## src/rtl/cnna_mul_acc_pipe.sv

```systemverilog
// -----------------------------------------------------------------------------
// cnna_mul_acc_pipe
//   Pipelined multiplier with a saturating group accumulator on its output.
//   Each valid beat is registered, multiplied (din0 zero- or sign-extended by
//   one bit, din1 signed) and carried through NUM_STAGE stages to dout. Beats
//   flagged acc_en are summed into a saturating accumulator. The beat flagged
//   in_last closes its group and is reported on acc_out/acc_ovf with a
//   one-cycle acc_valid pulse.
//
// Ports
//   clk, reset         rising-edge clock, asynchronous active-high reset
//   ce                 clock enable; all state holds while low
//   in_valid           operand beat valid (low = pipeline bubble)
//   in_last            final beat of an accumulation group
//   acc_en             beat takes part in accumulation
//   din0 / din1        operands (din1 always signed)
//   dout, dout_valid   signed product, NUM_STAGE ce edges after sampling
//   acc_out, acc_ovf   group sum and saturation flag, held until next report
//   acc_valid          one-cycle pulse marking a new acc_out
// -----------------------------------------------------------------------------
module cnna_mul_acc_pipe #(
   parameter int DIN0_WIDTH  = 10,
   parameter int DIN1_WIDTH  = 16,
   parameter int DIN0_SIGNED = 0,
   parameter int NUM_STAGE   = 3,
   parameter int ACC_WIDTH   = 32
) (
   input  logic                                   clk,
   input  logic                                   reset,
   input  logic                                   ce,
   input  logic                                   in_valid,
   input  logic                                   in_last,
   input  logic                                   acc_en,
   input  logic        [DIN0_WIDTH-1:0]           din0,
   input  logic signed [DIN1_WIDTH-1:0]           din1,
   output logic signed [DIN0_WIDTH+DIN1_WIDTH-1:0] dout,
   output logic                                   dout_valid,
   output logic signed [ACC_WIDTH-1:0]            acc_out,
   output logic                                   acc_valid,
   output logic                                   acc_ovf
);

   localparam int PW = DIN0_WIDTH + DIN1_WIDTH;

   localparam logic signed [ACC_WIDTH:0] ACC_MAX = {2'b00, {(ACC_WIDTH-1){1'b1}}};
   localparam logic signed [ACC_WIDTH:0] ACC_MIN = {2'b11, {(ACC_WIDTH-1){1'b0}}};

   // ---------------------------------------------------------------- sampling
   logic                         a_sign;
   logic signed [DIN0_WIDTH:0]   a_q;
   logic signed [DIN1_WIDTH-1:0] b_q;
   logic                         cap_v, cap_l, cap_e;

   assign a_sign = (DIN0_SIGNED != 0) ? din0[DIN0_WIDTH-1] : 1'b0;

   // NOTE: sequential state is written only with non-blocking assignments so
   // every register samples the pre-edge value of its neighbour.
   always_ff @(posedge clk or posedge reset) begin
      if (reset) begin
         a_q   <= '0;
         b_q   <= '0;
         cap_v <= 1'b0;
         cap_l <= 1'b0;
         cap_e <= 1'b0;
      end else if (ce) begin
         a_q   <= {a_sign, din0};
         b_q   <= din1;
         cap_v <= in_valid;
         cap_l <= in_last;
         cap_e <= acc_en;
      end
   end

   // ---------------------------------------------------------------- multiply
   // Both operands are widened to PW+1 bits so the product is formed at its
   // full signed width; the low PW bits hold the exact result in both modes.
   logic signed [PW:0]   a_x, b_x, prod_full;
   logic signed [PW-1:0] prod;

   assign a_x       = {{DIN1_WIDTH{a_q[DIN0_WIDTH]}}, a_q};
   assign b_x       = {{(DIN0_WIDTH+1){b_q[DIN1_WIDTH-1]}}, b_q};
   assign prod_full = a_x * b_x;
   assign prod      = prod_full[PW-1:0];

   // ---------------------------------------------------------------- pipeline
   logic signed [PW-1:0]  st_data [NUM_STAGE];
   logic [NUM_STAGE-1:0]  st_v, st_l, st_e;

   // NOTE: the data stages are reset too (not only the valids) because dout is
   // a direct view of the last stage and must read zero straight out of reset.
   always_ff @(posedge clk or posedge reset) begin
      if (reset) begin
         for (int k = 0; k < NUM_STAGE; k++) st_data[k] <= '0;
         st_v <= '0;
         st_l <= '0;
         st_e <= '0;
      end else if (ce) begin
         st_data[0] <= prod;
         st_v[0]    <= cap_v;
         st_l[0]    <= cap_l;
         st_e[0]    <= cap_e;
         for (int k = 1; k < NUM_STAGE; k++) begin
            st_data[k] <= st_data[k-1];
            st_v[k]    <= st_v[k-1];
            st_l[k]    <= st_l[k-1];
            st_e[k]    <= st_e[k-1];
         end
      end
   end

   assign dout       = st_data[NUM_STAGE-1];
   assign dout_valid = st_v[NUM_STAGE-1];

   // ------------------------------------------------------------- accumulator
   logic                       fire, fire_last;
   logic                       first, grp_ovf, grp_ovf_next, sat_hit;
   logic signed [ACC_WIDTH-1:0] acc_reg, base, acc_sat;
   logic signed [ACC_WIDTH:0]   sum_full;

   assign fire      = dout_valid & st_e[NUM_STAGE-1];
   assign fire_last = fire & st_l[NUM_STAGE-1];

   // NOTE: every variable gets a default at the top of the block, so no path
   // leaves one unassigned and no latch is inferred.
   always_comb begin
      base     = first ? '0 : acc_reg;
      sum_full = {base[ACC_WIDTH-1], base} + {{(ACC_WIDTH+1-PW){dout[PW-1]}}, dout};
      acc_sat  = sum_full[ACC_WIDTH-1:0];
      sat_hit  = 1'b0;
      if (sum_full > ACC_MAX) begin
         acc_sat = ACC_MAX[ACC_WIDTH-1:0];
         sat_hit = 1'b1;
      end else if (sum_full < ACC_MIN) begin
         acc_sat = ACC_MIN[ACC_WIDTH-1:0];
         sat_hit = 1'b1;
      end
      // A new group starts with a clean overflow flag.
      grp_ovf_next = (first ? 1'b0 : grp_ovf) | sat_hit;
   end

   always_ff @(posedge clk or posedge reset) begin
      if (reset) begin
         acc_reg   <= '0;
         first     <= 1'b1;
         grp_ovf   <= 1'b0;
         acc_out   <= '0;
         acc_valid <= 1'b0;
         acc_ovf   <= 1'b0;
      end else if (ce) begin
         acc_valid <= fire_last;
         if (fire) begin
            acc_reg <= acc_sat;
            grp_ovf <= grp_ovf_next;
            first   <= st_l[NUM_STAGE-1];
            if (st_l[NUM_STAGE-1]) begin
               acc_out <= acc_sat;
               acc_ovf <= grp_ovf_next;
            end
         end
      end
   end

endmodule
```

## config.mk

```make
export PLATFORM = sky130hd
export DESIGN_NAME = cnna_mul_acc_pipe
export DESIGN_NICKNAME = d
export VERILOG_FILES = /design/src/rtl/cnna_mul_acc_pipe.sv
export SDC_FILE = /design/constraint.sdc
export NUM_CORES = 1
export LEC_CHECK = 0
export ABC_AREA = 1
export BUFFER_PORTS_ARGS = -buffer_cell sky130_fd_sc_hd__buf_2
export CAP_MARGIN = 20
export CORE_ASPECT_RATIO = 0.8
export CORE_MARGIN = 2
export CORE_UTILIZATION = 30
export CTS_BUF_LIST = sky130_fd_sc_hd__clkbuf_4
export DETAILED_ROUTE_END_ITERATION = 10
export PLACE_DENSITY_LB_ADDON = 0.08
export SLEW_MARGIN = 20
export SYNTH_ARGS = -nofsm -noshare
export SYNTH_HDL_FRONTEND = slang
export SYNTH_SLANG_ARGS = --single-unit
```

## constraint.sdc

```tcl
create_clock -name clk -period 6.08 [get_ports clk]
set_input_delay 1.216 -clock clk [delete_from_list [all_inputs] [get_ports clk]]
set_output_delay 1.216 -clock clk [all_outputs]
set_load 0.02 [all_outputs]
```

==> reports/metrics.cfg, run 1 <==
[placement]
gp_congestion = 0.838
dpl.hpwl_um = 35200
numPortBuffers = 92
dp_slack_ns = 0.293

[yosys]
async_flop_share_pct = 100
synth_edf_count = 0
synth_fp_nets = 2498
synth_cell_types = 37
synth_top_area_share_pct = 28.1
ys_seq_area_share_pct = 28.3
synth_seq_cells = 184
synth_area_mm2 = 0.0163
ys.warnings.count = 0
synth_commonest_cells = nand2_1, inv_1, dfrtp_1, fa_1
synthFlopType = dfrtp_1
syn_avg_cell_area_um2 = 7.30
yosysMostFrequentCell = nand2_1
synth_area_leader_cell = dfrtp_1
synthTopCellsByArea = dfrtp_1, nand2_1, fa_1
synth_cells = 2233

[cts]
cts_buffers = 17
cts_root_buffer = clkbuf_4
post_cts_buffers = 0
cts_sinks = 184
clk_latency_ns = 0.77
cts_tree = built
cts_buffer_depth = 2
htree_levels = 4
cts.clk_slew.worst_paths_ns = 0.21

[detailed_routing]
drt_iter0_markers = 741
drc_errors = 0
viasPerCell = 4.45
antenna_left = 0
wl_per_cell_um = 15.3
routed_wl_um = 45300
vias = 13200
drt_first_pass_iters = 5

[timing]
setup-violations-final = 0
maxSlewViolCount = 0
timing.final.crit_share_pct = 92.6
worst_pin_slew_ns = 0.942
rsz0062_at_grt = no
setup_slack_ns = 0.452
finalHoldViolations = 0
fmax_mhz = 178
skew_ns = 0.0408
period_needed_ns = 5.63
finalSetupTns_ns = 0
maxSlewHeadroom_pct = 37.2

[cells_and_area]
largest_register_ffs = 52
syn2layout_area_growth_pct = 7.70
layout-drive-gt1-share_pct = 9.23
final_net_count = 2516

[critical_path]
worst_ep_required_time_ns = 6.77
start_kind = register
critical_path_class = reg2reg
r2r-start = a_q[7]
startpoint = a_q[7]
crit_fanout = 17
end_kind = register
cp.arrival_ns = 6.32

[grt]
grt_pass1_vias = 13600
grt_use_total_pct = 17.4
grt_pass1_wl_um = 75200
grt_antenna_before_repair = 2
grt_max_degree = 150
grt_overflow = 0

[hold_path]
min-delay-path-class = in2async

[power]
powerDensity_mw_per_mm2 = 514
irDropWorstVdd_mv = 0.197
finalPower_uw = 9020
leakagePower_uw = 0.0102

[status]
outcome = finished, final reports clean

[floorplan]
die_w_um = 265
num_rows = 76
core-area_mm2 = 0.0537
fp.dieH_um = 212
ios = 93
start_util_pct = 30.3
die_area_mm2 = 0.0562

[flow_run]
maxCapViolCount = 0

## critical path, cell delays in order, from the launching register on
cell      delay (ns)
dfrtp_1         0.87
nand2_1         0.19
fa_1            0.50
fa_1            0.54
inv_1           0.05
fa_1            0.47
fa_1            0.55
inv_1           0.06
fa_1            0.53
inv_1           0.04
ha_1            0.32
inv_1           0.07
o21ai_0         0.31
a21oi_1         0.20
o21bai_1        0.35
nand3_1         0.13
nand3_1         0.12
inv_1           0.04
nand2_1         0.06
nand3_1         0.06
nand2_1         0.08
## cell type report
class / count / area [µm²]
clock inverter: 15 / 185
timing repair buffer: 108 / 596
clock buffer: 17 / 128
sequential: 184 / 4610
antenna: 4 / 10.0
fill: 5922 / 36200
tap: 702 / 878
multi-input combinational: 1479 / 9400
inverter: 461 / 1740
## power breakdown
group | switching (µW) | total [µW] | internal (µW)
Sequential | 358 | 2020 | 1660
Clock | 572 | 766 | 195
Combinational | 4100 | 6240 | 2140
## placed cells by master (no fill, tap or decap), types with 3 or more instances in the layout
cell type / synthesis / layout
a21oi_1: 51 / 51
a31oi_1: 6 / 6
buf_2: 6 / 91
buf_4: 26 / 16
clkbuf_4: 0 / 17
clkinv_8: 0 / 7
dfrtp_1: 183 / 179
dfrtp_2: 0 / 4
diode_2: 0 / 4
fa_1: 143 / 143
ha_1: 90 / 90
inv_1: 457 / 456
inv_2: 4 / 3
inv_8: 0 / 4
nand2_1: 811 / 811
nand2_2: 46 / 46
nand3_1: 46 / 46
nand4_1: 5 / 5
nor2_1: 97 / 97
nor3_1: 13 / 13
nor4_1: 3 / 3
o21ai_0: 97 / 97
o21bai_1: 14 / 14
or2_2: 4 / 4
xnor2_1: 7 / 7
xor2_1: 28 / 28
## kinds of logic after synthesis
kind of cell / Yosys count / share of synthesized area, %
and+or+nand+nor: 1036 / 25.5
buffers and inverters: 570 / 14.1
adders and majority gates: 233 / 24.5
DFF: 184 / 28.3
AOI/OAI and AO/OA: 175 / 5.76
xor gates and xnor gates: 35 / 1.88
## path summary, 6_finish.rpt
path / slack, ns / end / cells past startpoint
worst max-delay path: 0.45 / st_data[77] / 20
worst min-delay path: 0.43 / b_q[13] / 2
worst max register to register: 0.45 / st_data[77] / 20
worst min register to register: 0.50 / acc_out[28] / 2
max in group asynchronous: 4.38 / st_data[26] / 4
min in group clk: 0.50 / acc_out[28] / 2
## metal layers
metal  global-route usage [%]  vias up  share of wire [%]  routed length, µm
li1                         -     6584                  -                  -
met1                     26.4     6485                 55              24900
met2                     25.8      121                 41              18800
met3                     2.35       25                2.6               1160
met4                     4.35        0                1.1                512
met5                        0        -                  0                  0
## repair_timing
item / CTS / global route
hold buffers: 0 / 0
resized for setup: 0 / 4
hold endpoints to repair: 0 / 0
setup endpoints to repair: 0 / 4
## per-stage QoR
| stage | std cells | instance area [µm²] | hold WS [ns] | utilization (%) |
|---|---|---|---|---|
| finish | 2970 | 17500 | 0.432 | 32.7 |
| global route | 2969 | 17500 | 0.386 | 32.7 |
| CTS | 2966 | 17500 | 0.311 | 32.6 |
| detailed placement | 2934 | 17200 | 0.460 | 32.0 |
| global placement | 2934 | 17200 | 0.459 | 32.0 |
| floorplan | 2233 | 16300 | 0.440 | - |
No activity file was read; power rests on OpenSTA's default activity.
==> inputs of run 2 (changes only) <==
Clock period 6.08 ns to 6.5 ns, I/O delays scaled along.
==> run 2 against run 1 <==
Against the previous run:
- sequential power decreased by 6%
- highest routed layer unchanged
- worst hold slack improved by 0.051 ns
- sequential cell count unchanged
- clock power is 3.4% higher
- critical path depth is 3 lower
- worst setup slack gained 0.24 ns
- total power fell by 6.5%
- critical endpoint is now st_data[76]
- routed wire length is 0.60% lower
- fmax is 3.1% lower
- largest power group unchanged
- first-iteration DRC count is 13% higher
==> reports/metrics.cfg, run 2 (synthesis gave the netlist of run 1 again) <==
[floorplan]
die_w_um = 265  ; unchanged
ios = 93  ; unchanged
core-area_mm2 = 0.0537  ; unchanged
start_util_pct = 30.3  ; unchanged
fp.dieH_um = 212  ; unchanged
num_rows = 76  ; unchanged
die_area_mm2 = 0.0562  ; unchanged

[detailed_routing]
vias = 13300  ; +0.38%
routed_wl_um = 45000  ; -0.60%
wl_per_cell_um = 15.2  ; -0.37%
drt_first_pass_iters = 5  ; unchanged
drc_errors = 0  ; unchanged
drt_iter0_markers = 839  ; +13%
antenna_left = 0  ; unchanged
viasPerCell = 4.48  ; +0.62%

[timing]
worst_pin_slew_ns = 0.785  ; -0.157 ns
period_needed_ns = 5.81  ; +0.182 ns
finalSetupTns_ns = 0  ; unchanged
rsz0062_at_grt = no
setup-violations-final = 0  ; unchanged
finalHoldViolations = 0  ; unchanged
timing.final.crit_share_pct = 89.4  ; -3.2 points
maxSlewViolCount = 0  ; unchanged
fmax_mhz = 172  ; -3.1%
skew_ns = 0.0488  ; +0.00800 ns
maxSlewHeadroom_pct = 47.7  ; +10 points

[cts]
cts_buffer_depth = 2  ; unchanged
cts_sinks = 184  ; unchanged
cts_tree = built
cts_buffers = 17  ; unchanged
cts-resized-gates = 0  ; unchanged
htree_levels = 4  ; unchanged
postCtsHoldBufs = 0  ; unchanged
clk_latency_ns = 0.78  ; about the same
post_cts_buffers = 0  ; unchanged
cts_root_buffer = clkbuf_4
cts.clk_slew.worst_paths_ns = 0.20  ; about the same

[hold_path]
min-delay-path-class = reg2reg
min_to = st_data[31]
min_from = st_data[57]
hold_depth = 2

[cells_and_area]
multi_input_area_mm2 = 0.00940  ; unchanged
layout-drive-gt1-share_pct = 8.73  ; -0.50 points
largest_register_ffs = 52  ; unchanged
seqCellArea_mm2 = 0.00461  ; -0.11%
syn2layout_area_growth_pct = 7.48
fillCellCount = 5883  ; -0.66%
instances_no_fill = 2963  ; -0.24%
final_cell_mix = nand2_1, inv_1, dfrtp_1
final_common_cell = nand2_1
final_area_mm2 = 0.0175  ; -0.21%
final_net_count = 2508  ; -0.32%

[placement]
dpl.cell_count = 2926  ; -0.27%
post_dp_cell_area_mm2 = 0.0172  ; -0.33%
numPortBuffers = 92  ; unchanged
gp_congestion = 0.886  ; +5.7%
dpl.hpwl_um = 35000  ; -0.69%

[power]
finalPower_uw = 8440  ; -6.5%
pwr-share-comb_pct = 68.2  ; -1.0 points
clockPowerShare_pct = 9.4  ; +0.9 points
power.net_switching_uw = 4650  ; -7.7%
seqPwrFrac_pct = 22.4  ; about the same
leakagePower_uw = 0.0102  ; -0.11%
powerDensity_mw_per_mm2 = 482  ; -6.3%
irDropWorstVdd_mv = 0.164  ; -17%
switching_share_pct = 55.1  ; -0.73 points
power.internal_uw = 3790  ; -4.9%

[grt]
grt_use_total_pct = 17.3  ; -0.030 points
grt_pass1_wl_um = 75100  ; -0.19%
grt_antenna_before_repair = 3  ; +1
grt_max_degree = 97  ; -35%
grt_overflow = 0  ; unchanged
grt_pass1_vias = 13600  ; -0.24%

[critical_path]
r2r_slack_ns = 0.69  ; +0.24 ns
cp.arrival_ns = 6.50  ; +0.18 ns
reg2reg_to = st_data[76]
worst_ep_required_time_ns = 7.19  ; +0.42 ns
end_kind = register
reg2reg_depth = 17  ; -15%
r2r-start = a_q[2]
start_kind = register
crit_fanout = 17  ; unchanged
critical_path_class = reg2reg

[flow_run]
maxCapViolCount = 0  ; unchanged

[status]
outcome = finished, final reports clean

==> run 2: changes by cell type in the layout (fill, tap and decap cells not counted), sizes merged <==
cell,previous run,this run
buf,108,100
bufinv,0,2
clkinv,9,4
clkinvlp,2,0
diode,4,5
inv,465,470
==> run 2: worst max path at each step <==
stage	startpoint	to	cells after the start
5_1_grt	a_q[2]	st_data[73]	19
6_report	a_q[2]	st_data[76]	17
3_5_place_dp	a_q[2]	st_data[73]	19
4_1_cts	a_q[2]	st_data[76]	17
3_3_place_gp	a_q[2]	st_data[73]	19
2_1_floorplan	reset	a_q[0]	1
==> run 2: layout make-up <==
| cell class | count | share of cell area (%) |
|---|---|---|
| Clock inverter | 15 | 1.19 |
| Inverter | 461 | 9.94 |
| Timing Repair Buffer | 100 | 3.06 |
| Clock buffer | 17 | 0.729 |
| Multi-Input combinational cell | 1479 | 53.7 |
| Tap cell | 702 | 5.02 |
| Sequential cell | 184 | 26.3 |
| Antenna cell | 5 | 0.0715 |
==> run 2: metal layers <==
metal | wire length (µm) | global-route usage (%)
met1 | 24100 | 26.1
met2 | 19000 | 25.9
met3 | 1410 | 2.36
met4 | 518 | 4.43
met5 | 0 | 0
==> run 2: critical path: stages (launching register included) <==
cell	delay, ns
dfrtp_1	0.81
nand2_1	0.28
fa_1	0.69
inv_1	0.17
fa_1	0.59
fa_1	0.53
fa_1	0.54
inv_1	0.05
fa_1	0.53
inv_1	0.04
ha_1	0.33
inv_1	0.12
nor4_1	0.39
nand3_1	0.16
nand3_1	0.20
or2_2	0.14
nand3_1	0.06
nand2_1	0.09
==> run 2: through the flow <==
step                worst slack, ns  hold WS [ns]  util (%)
floorplan                     0.201         0.440         -
global placement              0.814         0.460      31.9
detailed placement            0.782         0.459      31.9
CTS                           0.697         0.501      32.6
global route                  0.316         0.522      32.6
finish                        0.689         0.483      32.6
==> run 2: power by group through the flow <==
stage	clock (µW)	sequential, µW	combinational (µW)
after detailed placement	0	1930	5830
after global routing	879	1950	6720
after CTS	843	1900	5870
final	792	1890	5760
after global placement	0	1930	5850
after floorplan	0	1870	4410
==> inputs of run 3 (changes only) <==
Settings changed: BUFFER_PORTS_ARGS -buffer_cell sky130_fd_sc_hd__buf_2 to -buffer_cell sky130_fd_sc_hd__clkbuf_2, CORE_MARGIN 2 to not set.
Clock period 6.5 ns to 5.7 ns, I/O delays scaled along.
==> run 3 against run 2 <==
Against the previous run:
- worst hold slack got worse by 0.11 ns
- largest power group unchanged
- sequential power grew 13%
- routed wire length down 0.31%
- highest routed layer unchanged
- critical path type unchanged
==> reports/metrics.cfg, run 3 (synthesis gave the netlist of run 1 again) <==
[floorplan]
die_w_um = 263  ; -0.76%
num_rows = 75  ; -1.3%
die_area_mm2 = 0.0552  ; -1.7%
core-area_mm2 = 0.0530  ; -1.3%
start_util_pct = 30.7  ; +0.40 points
fp.dieH_um = 210  ; -0.94%
ios = 93  ; unchanged

[detailed_routing]
wl_per_cell_um = 15.1  ; -0.68%
drc_errors = 0  ; unchanged
routed_wl_um = 44900  ; -0.31%
antenna_left = 0  ; unchanged
drt_iter0_markers = 799  ; -4.8%
vias = 13300  ; +0.42%
drt_first_pass_iters = 5  ; unchanged
viasPerCell = 4.48  ; about the same

[critical_path]
cp.arrival_ns = 6.07  ; -0.43 ns
critical_path_class = reg2reg
path_cells = nand2_1 -> fa_1 -> fa_1 -> inv_1 -> fa_1 -> fa_1 -> inv_1 -> fa_1 -> inv_1 -> ha_1 -> inv_1 -> o21ai_0 -> a21oi_1 -> nand2_1 -> nand2_1 -> nand3_1 -> or2_2 -> nand3_1 -> nand2_1
worst_ep_required_time_ns = 6.37  ; -0.82 ns
crit_top_cell = fa_1
slowest_delay_ns = 0.71  ; -0.10 ns
path_delay_family = adder cells
start_kind = register
crit_fanout = 11  ; -6
end_kind = register
path_buf_inv = 4  ; unchanged
crit_path_top_delay_cell = dfrtp_1

[cts]
cts.clk_slew.worst_paths_ns = 0.18  ; -0.02 ns
cts_root_buffer = clkbuf_4
cts_buffers = 17  ; unchanged
cts_tree = built
clk_latency_ns = 0.77  ; about the same
htree_levels = 4  ; unchanged
cts_sinks = 184  ; unchanged
postCtsHoldBufs = 0  ; unchanged
cts_buffer_depth = 2  ; unchanged

[cells_and_area]
syn2layout_area_growth_pct = 8.45
seqCellArea_mm2 = 0.00463  ; +0.43%
fillCellCount = 5799  ; -1.4%
largest_register_ffs = 52  ; unchanged
multi_input_area_mm2 = 0.00942  ; +0.16%
layout-drive-gt1-share_pct = 10.3  ; +1.6 points
final_cell_mix = nand2_1, inv_1, dfrtp_1
final_net_count = 2530  ; +0.88%
final_common_cell = nand2_1
postLayoutCoreUtil_pct = 33.3  ; +0.73 points

[grt]
grt_pass1_vias = 13900  ; +2.1%
grt_pass1_wl_um = 75800  ; +1.0%
grt_overflow = 0  ; unchanged
grt_use_total_pct = 17.6  ; +0.24 points
grt_antenna_before_repair = 1  ; -2
grt_max_degree = 89  ; -8.2%

[timing]
finalHoldViolations = 0  ; unchanged
setup-violations-final = 0  ; unchanged
worst_pin_slew_ns = 0.826  ; +0.0412 ns
rsz0062_at_grt = yes
setup_slack_ns = 0.295  ; -0.395 ns
fmax_mhz = 185  ; +7.5%
timing.final.crit_share_pct = 94.8  ; +5.4 points
holdWs_ns = 0.372  ; -0.111 ns
skew_ns = 0.0339  ; -0.0149 ns
maxSlewHeadroom_pct = 44.9  ; -2.7 points
finalSetupTns_ns = 0  ; unchanged
maxSlewViolCount = 0  ; unchanged
period_needed_ns = 5.41  ; -0.405 ns

[placement]
dpl.hpwl_um = 35300  ; +0.92%
numPortBuffers = 92  ; unchanged
dp_slack_ns = 0.0113  ; -0.771 ns
gp_congestion = 0.861  ; -2.8%

[status]
outcome = finished, final reports clean

[power]
irDropWorstVdd_mv = 0.331  ; +100%
leakagePower_uw = 0.0103  ; +0.51%
finalPower_uw = 9630  ; +14%
powerDensity_mw_per_mm2 = 545  ; +13%

[hold_path]
min-delay-path-class = in2async

[flow_run]
maxCapViolCount = 0  ; unchanged

run 3: through the flow:
stage / cells / area, µm²
2_1_floorplan: 2233 / 16300
4_1_cts: 2967 / 17600
3_3_place_gp: 2934 / 17300
5_1_grt: 2972 / 17700
3_5_place_dp: 2935 / 17300
6_report: 2974 / 17700
run 3: where the power goes:
| group | switching, µW | internal [µW] |
|---|---|---|
| clock | 613 | 200 |
| sequential | 372 | 1770 |
| combinational | 4380 | 2300 |
run 3: path summary, 6_finish.rpt:
path                                   from  slack [ns]          end  cells past startpoint
worst max-delay path                 b_q[6]        0.29  st_data[73]                     19
worst min-delay path                  reset        0.37       b_q[2]                      2
worst max register to register       b_q[6]        0.29  st_data[73]                     19
worst min register to register  st_data[77]        0.50  st_data[51]                      2
max in group asynchronous             reset        4.54  acc_reg[31]                      3
min in group clk                st_data[77]        0.50  st_data[51]                      2
run 3: per-layer routing:
metal	GRT usage, %	routed length, µm	vias up
met5	0	0	-
met2	26.1	18500	161
met1	26.5	24500	6525
li1	-	-	6607
met4	4.62	495	0
met3	2.39	1320	28
run 3: layout make-up:
type | instances | share of cell area, %
inverter | 461 | 9.83
multi-input combinational | 1479 | 53.3
timing repair buffer | 122 | 4.13
clock buffer | 17 | 0.722
antenna | 3 | 0.0425
sequential | 184 | 26.2
clock inverter | 15 | 0.885
tap | 693 | 4.91
run 3: timing repair:
action / in CTS / in global routing
setup buffers: 0 / 4
gates resized for setup: 1 / 20
endpoints found under the setup margin: 2 / 8
gates cloned: 0 / 0
run 3: worst register-to-register path: stages, from the launching register on:
cell and delay [ns]:
dfrtp_1 0.71, nand2_1 0.16, fa_1 0.53, fa_1 0.52, inv_1 0.05, fa_1 0.47
fa_1 0.55, inv_1 0.05, fa_1 0.53, inv_1 0.04, ha_1 0.34, inv_1 0.10
o21ai_0 0.13, a21oi_1 0.32, nand2_1 0.15, nand2_1 0.09, nand3_1 0.13, or2_2 0.31
nand3_1 0.08, nand2_1 0.06
